==> config.mk <==
export PLATFORM = sky130hd
export DESIGN_NAME = alu_mc
export DESIGN_NICKNAME = d
export VERILOG_FILES = /design/src/rtl/alu_pkg.sv /design/src/rtl/alu_iter_md.sv /design/src/rtl/alu_mc.sv
export SDC_FILE = /design/constraint.sdc
export NUM_CORES = 1
export LEC_CHECK = 0
export BUFFER_PORTS_ARGS = -buffer_cell sky130_fd_sc_hd__clkbuf_2
export CORE_ASPECT_RATIO = 1.2
export CORE_UTILIZATION = 40
export CTS_CLUSTER_SIZE = 14
export DETAILED_ROUTE_END_ITERATION = 10
export PLACE_DENSITY_LB_ADDON = 0.3
export REMOVE_ABC_BUFFERS = 1
export SLEW_MARGIN = 20
export SYNTH_ARGS = -nofsm -noshare
export SYNTH_HDL_FRONTEND = slang
export SYNTH_SLANG_ARGS = --single-unit
==> constraint.sdc <==
create_clock -name clk -period 4.2 [get_ports clk]
set_input_delay 0.21 -clock clk [delete_from_list [all_inputs] [get_ports clk]]
set_output_delay 0.21 -clock clk [all_outputs]
set_load 0.005 [all_outputs]
==> src/rtl/alu_pkg.sv <==
// ---------------------------------------------------------------------------
// alu_pkg
// Shared definitions for the multi-cycle ALU:
//   - ALUOp encodings (OP_ADD .. OP_DIVU) and the highest legal opcode
//   - FSM state encoding (S_IDLE, S_CALC, S_DONE)
//   - is_multicycle(): true for opcodes served by the iterative datapath
// ---------------------------------------------------------------------------
package alu_pkg;

    localparam logic [3:0] OP_ADD  = 4'd0;
    localparam logic [3:0] OP_SUB  = 4'd1;
    localparam logic [3:0] OP_AND  = 4'd2;
    localparam logic [3:0] OP_OR   = 4'd3;
    localparam logic [3:0] OP_SRL  = 4'd4;
    localparam logic [3:0] OP_SRA  = 4'd5;
    localparam logic [3:0] OP_SLL  = 4'd6;
    localparam logic [3:0] OP_SLT  = 4'd7;
    localparam logic [3:0] OP_SLTU = 4'd8;
    localparam logic [3:0] OP_MULU = 4'd9;
    localparam logic [3:0] OP_DIVU = 4'd10;

    localparam logic [3:0] OP_LAST_LEGAL = 4'd10;

    typedef enum logic [1:0] {
        S_IDLE = 2'd0,
        S_CALC = 2'd1,
        S_DONE = 2'd2
    } state_e;

    function automatic logic is_multicycle(input logic [3:0] op);
        return (op == OP_MULU) || (op == OP_DIVU);
    endfunction

endpackage

==> src/rtl/alu_iter_md.sv <==
// ---------------------------------------------------------------------------
// alu_iter_md
// Iterative unsigned multiply (shift-add) and divide (restoring) datapath.
// One step per clock; WIDTH steps per operation.
//
// Ports:
//   clk, reset_n    clock, asynchronous active-low reset
//   start           load operands and begin a new operation
//   op              OP_MULU or OP_DIVU (sampled with start)
//   a, b            operands (sampled with start)
//   lo, hi          result of the step being taken this cycle:
//                   MULU -> {hi,lo} = product, DIVU -> lo = quotient, hi = remainder
//   done            this cycle performs the final step; lo/hi are the final result
// ---------------------------------------------------------------------------
module alu_iter_md
    import alu_pkg::*;
#(
    parameter int WIDTH = 32
) (
    input  logic             clk,
    input  logic             reset_n,
    input  logic             start,
    input  logic [3:0]       op,
    input  logic [WIDTH-1:0] a,
    input  logic [WIDTH-1:0] b,
    output logic [WIDTH-1:0] lo,
    output logic [WIDTH-1:0] hi,
    output logic             done
);

    localparam int CW = $clog2(WIDTH + 1);

    logic [CW-1:0]    cnt_q;
    logic             is_div_q;
    logic [WIDTH-1:0] lo_q, hi_q, b_q;
    logic [WIDTH-1:0] lo_d, hi_d;

    logic [WIDTH:0]   mul_sum;
    logic [WIDTH:0]   div_shift;
    logic [WIDTH-1:0] div_diff;
    logic             div_ge;

    // lo_q holds the multiplier (consumed LSB first) or the dividend
    // (consumed MSB first, replaced by quotient bits); hi_q holds the
    // partial product or partial remainder.
    always_comb begin
        mul_sum   = {1'b0, hi_q} + (lo_q[0] ? {1'b0, b_q} : '0);
        div_shift = {hi_q, lo_q[WIDTH-1]};
        div_ge    = (div_shift >= {1'b0, b_q});
        // When div_ge holds the difference is below b_q, so the low WIDTH
        // bits are the whole result.
        div_diff  = div_shift[WIDTH-1:0] - b_q;
        if (is_div_q) begin
            lo_d = {lo_q[WIDTH-2:0], div_ge};
            hi_d = div_ge ? div_diff : div_shift[WIDTH-1:0];
        end else begin
            hi_d = mul_sum[WIDTH:1];
            lo_d = {mul_sum[0], lo_q[WIDTH-1:1]};
        end
    end

    always_ff @(posedge clk or negedge reset_n) begin
        if (!reset_n) begin
            cnt_q    <= '0;
            is_div_q <= 1'b0;
            lo_q     <= '0;
            hi_q     <= '0;
            b_q      <= '0;
        end else if (start) begin
            cnt_q    <= CW'(WIDTH);
            is_div_q <= (op == OP_DIVU);
            lo_q     <= a;
            hi_q     <= '0;
            b_q      <= b;
        end else if (cnt_q != '0) begin
            cnt_q <= cnt_q - CW'(1);
            lo_q  <= lo_d;
            hi_q  <= hi_d;
        end
    end

    assign lo   = lo_d;
    assign hi   = hi_d;
    assign done = (cnt_q == CW'(1));

endmodule

==> src/rtl/alu_mc.sv <==
// ---------------------------------------------------------------------------
// alu_mc
// Multi-cycle ALU with registered outputs and valid/ready on both sides.
//
// Handshake: a request transfers on a rising edge where in_valid && in_ready;
// a result transfers on a rising edge where out_valid && out_ready. in_ready
// is high only in IDLE and out_valid only in DONE, so at most one operation
// is in flight and requests presented while busy are ignored (not queued).
//
// Ports:
//   clk, reset_n         clock, asynchronous active-low reset
//   in_valid, in_ready   request handshake
//   A, B, ALUOp          operands and operation select (captured on accept)
//   out_valid, out_ready result handshake
//   C, C_hi              primary / secondary result
//   err                  illegal ALUOp
//   div0                 DIVU with B == 0
//   dbg_state            current FSM state (state_e encoding)
// ---------------------------------------------------------------------------
module alu_mc
    import alu_pkg::*;
#(
    parameter int WIDTH = 32
) (
    input  logic             clk,
    input  logic             reset_n,
    input  logic             in_valid,
    output logic             in_ready,
    input  logic [WIDTH-1:0] A,
    input  logic [WIDTH-1:0] B,
    input  logic [3:0]       ALUOp,
    output logic             out_valid,
    input  logic             out_ready,
    output logic [WIDTH-1:0] C,
    output logic [WIDTH-1:0] C_hi,
    output logic             err,
    output logic             div0,
    output logic [1:0]       dbg_state
);

    localparam int SHW = $clog2(WIDTH);

    state_e           state_q;
    logic [WIDTH-1:0] c_q, c_hi_q;
    logic             err_q, div0_q;

    logic             accept;
    logic             md_start;
    logic [WIDTH-1:0] md_lo, md_hi;
    logic             md_done;
    logic [SHW-1:0]   shamt;
    logic [WIDTH-1:0] sc_c;
    logic             illegal;

    assign accept   = in_valid && (state_q == S_IDLE);
    assign md_start = accept && is_multicycle(ALUOp);
    assign shamt    = B[SHW-1:0];
    assign illegal  = (ALUOp > OP_LAST_LEGAL);

    // Single-cycle results; illegal and multi-cycle opcodes fall to zero.
    always_comb begin
        sc_c = '0;
        case (ALUOp)
            OP_ADD:  sc_c = A + B;
            OP_SUB:  sc_c = A - B;
            OP_AND:  sc_c = A & B;
            OP_OR:   sc_c = A | B;
            OP_SRL:  sc_c = A >> shamt;
            OP_SRA:  sc_c = WIDTH'($signed(A) >>> shamt);
            OP_SLL:  sc_c = A << shamt;
            OP_SLT:  sc_c = {{(WIDTH-1){1'b0}}, ($signed(A) < $signed(B))};
            OP_SLTU: sc_c = {{(WIDTH-1){1'b0}}, (A < B)};
            default: sc_c = '0;
        endcase
    end

    alu_iter_md #(
        .WIDTH (WIDTH)
    ) u_iter_md (
        .clk     (clk),
        .reset_n (reset_n),
        .start   (md_start),
        .op      (ALUOp),
        .a       (A),
        .b       (B),
        .lo      (md_lo),
        .hi      (md_hi),
        .done    (md_done)
    );

    always_ff @(posedge clk or negedge reset_n) begin
        if (!reset_n) begin
            state_q <= S_IDLE;
            c_q     <= '0;
            c_hi_q  <= '0;
            err_q   <= 1'b0;
            div0_q  <= 1'b0;
        end else begin
            case (state_q)
                S_IDLE: begin
                    if (in_valid) begin
                        err_q  <= illegal;
                        div0_q <= (ALUOp == OP_DIVU) && (B == '0);
                        if (is_multicycle(ALUOp)) begin
                            state_q <= S_CALC;
                        end else begin
                            c_q     <= sc_c;
                            c_hi_q  <= '0;
                            state_q <= S_DONE;
                        end
                    end
                end
                S_CALC: begin
                    // The final iteration's result is written straight into
                    // the output registers on the same edge.
                    if (md_done) begin
                        c_q     <= md_lo;
                        c_hi_q  <= md_hi;
                        state_q <= S_DONE;
                    end
                end
                S_DONE: begin
                    if (out_ready) begin
                        state_q <= S_IDLE;
                    end
                end
                default: state_q <= S_IDLE;
            endcase
        end
    end

    assign in_ready  = (state_q == S_IDLE);
    assign out_valid = (state_q == S_DONE);
    assign C         = c_q;
    assign C_hi      = c_hi_q;
    assign err       = err_q;
    assign div0      = div0_q;
    assign dbg_state = state_q;

endmodule

# Word level (Yosys, flattened, before mapping)
# Index checks and enable logic that the tools add are counted.
[totals]
regBits = 171
wordCells = 78
[classes]
shift = 3
eq_ne = 17
mux = 24
n_reduce_logical = 13
n_bitwise = 2
n_addsub = 5
magnitude_cmp = 4
[ops]
columns = ["op", "count"]
rows = [
  ["2-to-1 mux 32 bit", 14],
  ["case mux 32 bit (9 select lines)", 1],
  ["case mux 32 bit (2 select lines)", 2],
  ["< comparator 32 bit", 2],
  ["subtractor 32 bit", 2],
  ["adder 32 x 33 -> 33 bit", 1],
  [">= comparator 33 x 32 -> 1 bit", 1],
  ["adder 32 bit", 1],
  ["bitwise AND 32 bit", 1],
  ["zero test 32 bit", 1],
  ["bitwise OR 32 bit", 1],
  ["<< shifter 32 x 5 -> 32 bit", 1],
  [">> shifter 32 x 5 -> 32 bit", 1],
  [">>> shifter 32 x 5 -> 32 bit", 1],
  ["== test 4 x 3 -> 1 bit (second input constant)", 4],
  ["== test 4 bit (second input constant)", 3],
  ["2-to-1 mux 6 bit", 2],
  ["== test 4 x 2 -> 1 bit (second input constant)", 2],
  ["2-to-1 mux 2 bit", 4],
  ["== test 6 x 1 -> 1 bit (second input constant)", 1],
  ["inequality test 2 bit (second input constant)", 3],
  ["case mux 2 bit (3 select lines)", 1],
  ["nonzero test 6 bit", 1],
  ["subtractor 6 x 1 -> 6 bit (second input constant)", 1],
  ["13 further kinds", 16],
]

# Depth between registers and ports, before layout
[depth]
word_depth = 5
ltp_mapped = 16
ltp_nobuf = 14

# Cells and area by module
# Synthesis repeated with hierarchy kept, for this count alone.
[unflattened]
hier_cells = 2618
area_unflattened_um2 = 20489.7
[by_module_without_submodules]
columns = ["module", "area_each_um2", "cells_per_inst", "instances", "seq_area_each_um2"]
rows = [
  ["alu_mc", 11546.1, 1512, 1, 1701.6],
  ["alu_iter_md", 8943.6, 1106, 1, 2577.5],
]

# Least setup slack after synthesis
# OpenSTA, ideal clock, no wires.
[synth_path]
kind = "input port to flip-flop"
from = "input B[2]"
to = "register c_q[28] (netlist: C[28])"
t_arrival_ns = 3.612
required_time_ns = 4.071
path_buffers = 3
path_stages = 15
setup_time_ns = 0.129
setup_slack_ns = 0.459
cell_sequence = "clkbuf_1 > clkinv_1 > buf_1 > buf_1 > ha_1 > o21bai_1 > a221oi_1 > nand3_1 > a311oi_1 > a31oi_1 > o41a_1 > and3_1 > o31a_1 > o21ai_1 > a21oi_1"
[synth_via]
elab_chain_cells = 5
elab_cells_between_ends = 9
[synth_rtl]
columns = ["element", "line_no", "rtl"]
rows = [
  ["from (decl)", "alu_mc.sv:30", "input logic [WIDTH-1:0] B,"],
  ["subtractor 32 bit (tied with other cells)", "alu_mc.sv:65", "OP_SUB: sc_c = A - B;"],
  ["case mux 32 bit (9 select lines) *", "alu_mc.sv:63", "case (ALUOp)"],
  ["2-to-1 mux 32 bit *", "alu_mc.sv:104", "if (is_multicycle(ALUOp)) begin"],
  ["2-to-1 mux 32 bit *", "alu_mc.sv:101", "if (in_valid) begin"],
  ["case mux 32 bit (2 select lines) *", "alu_mc.sv:99", "case (state_q)"],
  ["to (signal assigned)", "alu_mc.sv:117", "c_q <= md_lo;"],
  ["to (decl)", "alu_mc.sv:44", "logic [WIDTH-1:0] c_q, c_hi_q;"],
]
# Every way passes the cells marked *; elsewhere a longest branch is shown, timed or not. The select of a mux whose other input is x is not followed.
# A chain may end at the register's enable or synchronous reset.

# Final worst setup path
[layout_path]
from = "register u_iter_md.hi_q[0]"
to = "register c_q[0] (netlist: C[0])"
[layout_via]
elab_chain_cells = 4
[layout_rtl]
columns = ["element", "line_no", "rtl"]
rows = [
  ["from (decl)", "alu_iter_md.sv:35", "logic [WIDTH-1:0] lo_q, hi_q, b_q;"],
  ["from (signal assigned)", "alu_iter_md.sv:78", "hi_q <= hi_d;"],
  [">= comparator 33 x 32 -> 1 bit", "alu_iter_md.sv:49", "div_ge = (div_shift >= {1'b0, b_q});"],
  ["2-to-1 mux 32 bit", "alu_iter_md.sv:53", "if (is_div_q) begin"],
  ["2-to-1 mux 32 bit", "alu_mc.sv:116", "if (md_done) begin"],
  ["case mux 32 bit (2 select lines)", "alu_mc.sv:99", ""],
]
# No other way between the ends. The select of a mux whose other input is x is not followed.

==> key figures <==
Outcome
  • Status: finished clean

Global routing
  • Largest net degree at the start of global routing: approximately 90
  • Grt ovf: 0
  • GRT Total Usage: approximately a third
  • Initial antenna violation count: 0
  • Vias in the first global route: 19740
  • Wire length of the first global-routing pass: between 100000 and 150000 um

Power
  • Max VDD drop: 0.302 mV
  • Clk network pwr share: approximately 13%
  • Power Density: approximately 640 nW/um2
  • Leak: between 9 and 10 nW
  • Net switching power: about 6.8 mW
  • Switch share: approximately half
  • Internal Power: between 7 and 8 mW
  • Seq pwr share: between 20 and 25%
  • Tot Pwr: approximately 14 mW
  • Logic pwr share: approximately two thirds

Worst setup path
  • Worst setup path class: reg -> reg
  • Worst EP arrival: about 4.2 ns
  • Critical path fanouts, max: 6
  • Startpoint types: flip-flop
  • Critical Path End Type: flip-flop
  • R2r worst-path depth: 11
  • Worst Path Required: roughly 4.6 ns

Routing
  • Post-route ant nets: 0
  • Vias/cell: 6.36
  • Post-route DRC: 0
  • Via count: between 20000 and 25000
  • First-pass DRT Iterations: 9
  • DR WL/cell: roughly 26 um
  • Routed wire length: roughly 82000 um
  • 1st-iter DRT viols: between 1500 and 2000

Floorplan
  • Die height: 244 um
  • Initial core utilization: 40.6%
  • Boundary Pins: approximately 140
  • Die Width: just over 200 um
  • Cell Rows: 88
  • Core area: 48100 um2
  • DIE AREA: between 40000 and 50000 um2

STA
  • Final worst path period share: approximately 90%
  • Setup TNS: 0 ns
  • Clock Skew: ~0.015 ns
  • Worst slew pin tran: 1.33 ns
  • # setup viols final: 0
  • Worst hold slack: between 0.09 and 0.1 ns
  • Fmax: around 260 MHz
  • Min Tclk post-route: 3.78 ns
  • Final hold violations: 0
  • Rel. slew slack: about a tenth
  • RSZ-0062 raised after global routing: no
  • Max Slew Vio Count: 0

CTS
  • Skew-Pair Late Insertion Delay: approximately 0.47 ns
  • CTS tree: yes
  • TritonCTS sink count: 171
  • Worst-path clk slew: about 0.08 ns
  • CTS Buf Count: 17
  • Root Driver: clkbuf_16
  • Clock tree buffer depth: 2
  • H-Tree Depth: 4

Yosys
  • Top-area cell type share of the netlist area: around 22%
  • Number of synthesized flops with an enable pin: 0
  • Seq cells post-synth: roughly 170
  • Top cells by count, synth: nand2_1 (271), a21oi_1 (223), nor2_1 (215)
  • Cell Area, Synth: around 20000 um2
  • Syn_area_per_cell: ~8 um2
  • Ys async rst share: 100%
  • Largest area contributor in the netlist: dfrtp_1
  • Cells after synthesis: 2500
  • Synthesis Warnings: 0
  • Post-synthesis sequential area ratio: 21.9%
  • Area contributors post-synth: dfrtp_1 (22%), ha_1 (10%), a21oi_1 (5.7%)
  • Distinct cell type count after synthesis: slightly above 90
  • Count leader, synth: nand2_1
  • Ys flop type: dfrtp_1

Placement
  • Final Wtd Congestion: 1.02
  • Buffers on Ports: roughly 140
  • DP Wirelength: about 63000 um

Job
  • Maxcap violations: 0

Worst hold path
  • Hold path depth: 3
  • HP Class: in -> reg

Cells and area
  • Synth-to-layout area growth: 10.9%
  • Nets@finish: between 2000 and 3000
  • Share of cells above drive strength 1: a little over an eighth
  • Final-layout fill cell count: ~5000
-- power groups by stage --
stage                     sequential [mW]  combinational (mW)  clock (mW)
after floorplan                      2.78                6.56           0
after global placement               3.06                8.82           0
after detailed placement             3.08                8.95           0
after CTS                            3.05                8.99        1.78
after global routing                 3.14                10.0        1.84
final                                3.07                9.10        1.76
-- metrics by stage --
step                worst slack, ns  instances  utilization (%)  cell area (um2)
finish                        0.423       3209             45.0            21600
floorplan                    -0.197       2332                -            18800
CTS                           0.304       3208             45.0            21600
global route                  0.146       3208             45.0            21600
global placement              0.397       3175             43.6            21000
detailed placement            0.326       3175             43.6            21000
-- final timing paths --
| check | startpoint | endpoint | slack, ns |
|---|---|---|---|
| max in group asynchronous | reset_n | u_iter_md.hi_q[24]$_DFFE_PN0P_ | 2.76 |
| hold / removal | A[6] | u_iter_md.lo_q[6]$_DFFE_PN0P_ | 0.09 |
| setup / recovery | u_iter_md.hi_q[0]$_DFFE_PN0P_ | C[0]$_DFFE_PN0P_ | 0.42 |
| hold reg to reg | C_hi[19]$_DFFE_PN0P_ | C_hi[19]$_DFFE_PN0P_ | 0.48 |
| min in group asynchronous | reset_n | C_hi[6]$_DFFE_PN0P_ | 0.36 |
| setup reg to reg | u_iter_md.hi_q[0]$_DFFE_PN0P_ | C[0]$_DFFE_PN0P_ | 0.42 |
-- cells by family after synthesis --
group	synth area share (%)
adders and majority gates	10.9
AOI/OAI and AO/OA	28.9
DFF	21.9
and+or+nand+nor	17.6
buffers and inverters	6.12
xor gates and xnor gates	3.50
muxes	11.1
-- cell usage in the layout (no fill, tap or decap), types with 11 or more instances in the layout --
master,n
mux4_2,40
dfrtp_1,170
and2_1,44
o21a_1,14
and3_1,15
clkbuf_2,139
a21o_1,47
o21ai_0,206
o31ai_1,20
nor2_1,212
a31oi_1,33
nand2b_1,28
o21ai_1,18
xor2_1,23
o22ai_1,11
mux2_2,21
nand4_1,13
xnor2_1,55
inv_1,139
o221ai_1,15
o21bai_1,26
a221oi_1,18
ha_1,163
a22o_1,29
clkbuf_16,17
mux2i_1,102
nand3_1,28
buf_4,69
nor4_1,17
a21oi_1,222
a211oi_1,33
or3_1,15
nand2_1,270
o211ai_1,58
nor3_1,42
nor2b_1,17
-- layer usage --
metal	up-vias	share of wire, %	global-route usage, %
met5	-	0	0
met4	0	5.8	18.2
met3	224	6.6	5.28
met2	946	47	53.9
met1	9934	40	39.9
li1	9298	-	-
-- repair_timing --
item                       CTS  global route
setup endpoints to repair    0             1
setup buffers                0             0
hold buffers                 2             0
hold endpoints to repair    90             0
resized for setup            0             1
-- final cells by class --
class / count / area [um2] / area share [%]
sequential: 171 / 4280 / 19.8
timing repair buffer: 215 / 1330 / 6.14
clock buffer: 17 / 425 / 1.97
clock inverter: 14 / 194 / 0.896
tap: 630 / 788 / 3.64
multi-input combinational: 2021 / 14100 / 65.1
antenna: 1 / 2.50 / 0.0116
inverter: 140 / 526 / 2.43
-- state kept, by name, indices dropped and copies added, names as in the netlist --
register / cells
u_iter_md.hi_q: 32
C_hi: 32
err: 1
u_iter_md.b_q: 32
u_iter_md.is_div_q: 1
u_iter_md.cnt_q: 6
div0: 1
u_iter_md.lo_q: 32
C: 32
dbg_state: 2
-- worst max-delay path, stage by stage, from the launching register on --
cell	delay [ns]
dfrtp_1	0.47
ha_1	0.35
nor2b_1	0.17
o211ai_1	0.10
a21boi_0	0.52
o22ai_2	0.28
o21ai_2	0.41
a311oi_4	0.23
buf_4	0.22
a21oi_1	0.58
a222oi_1	0.19
o21ai_0	0.16
Power figures use the tool's default switching activity.
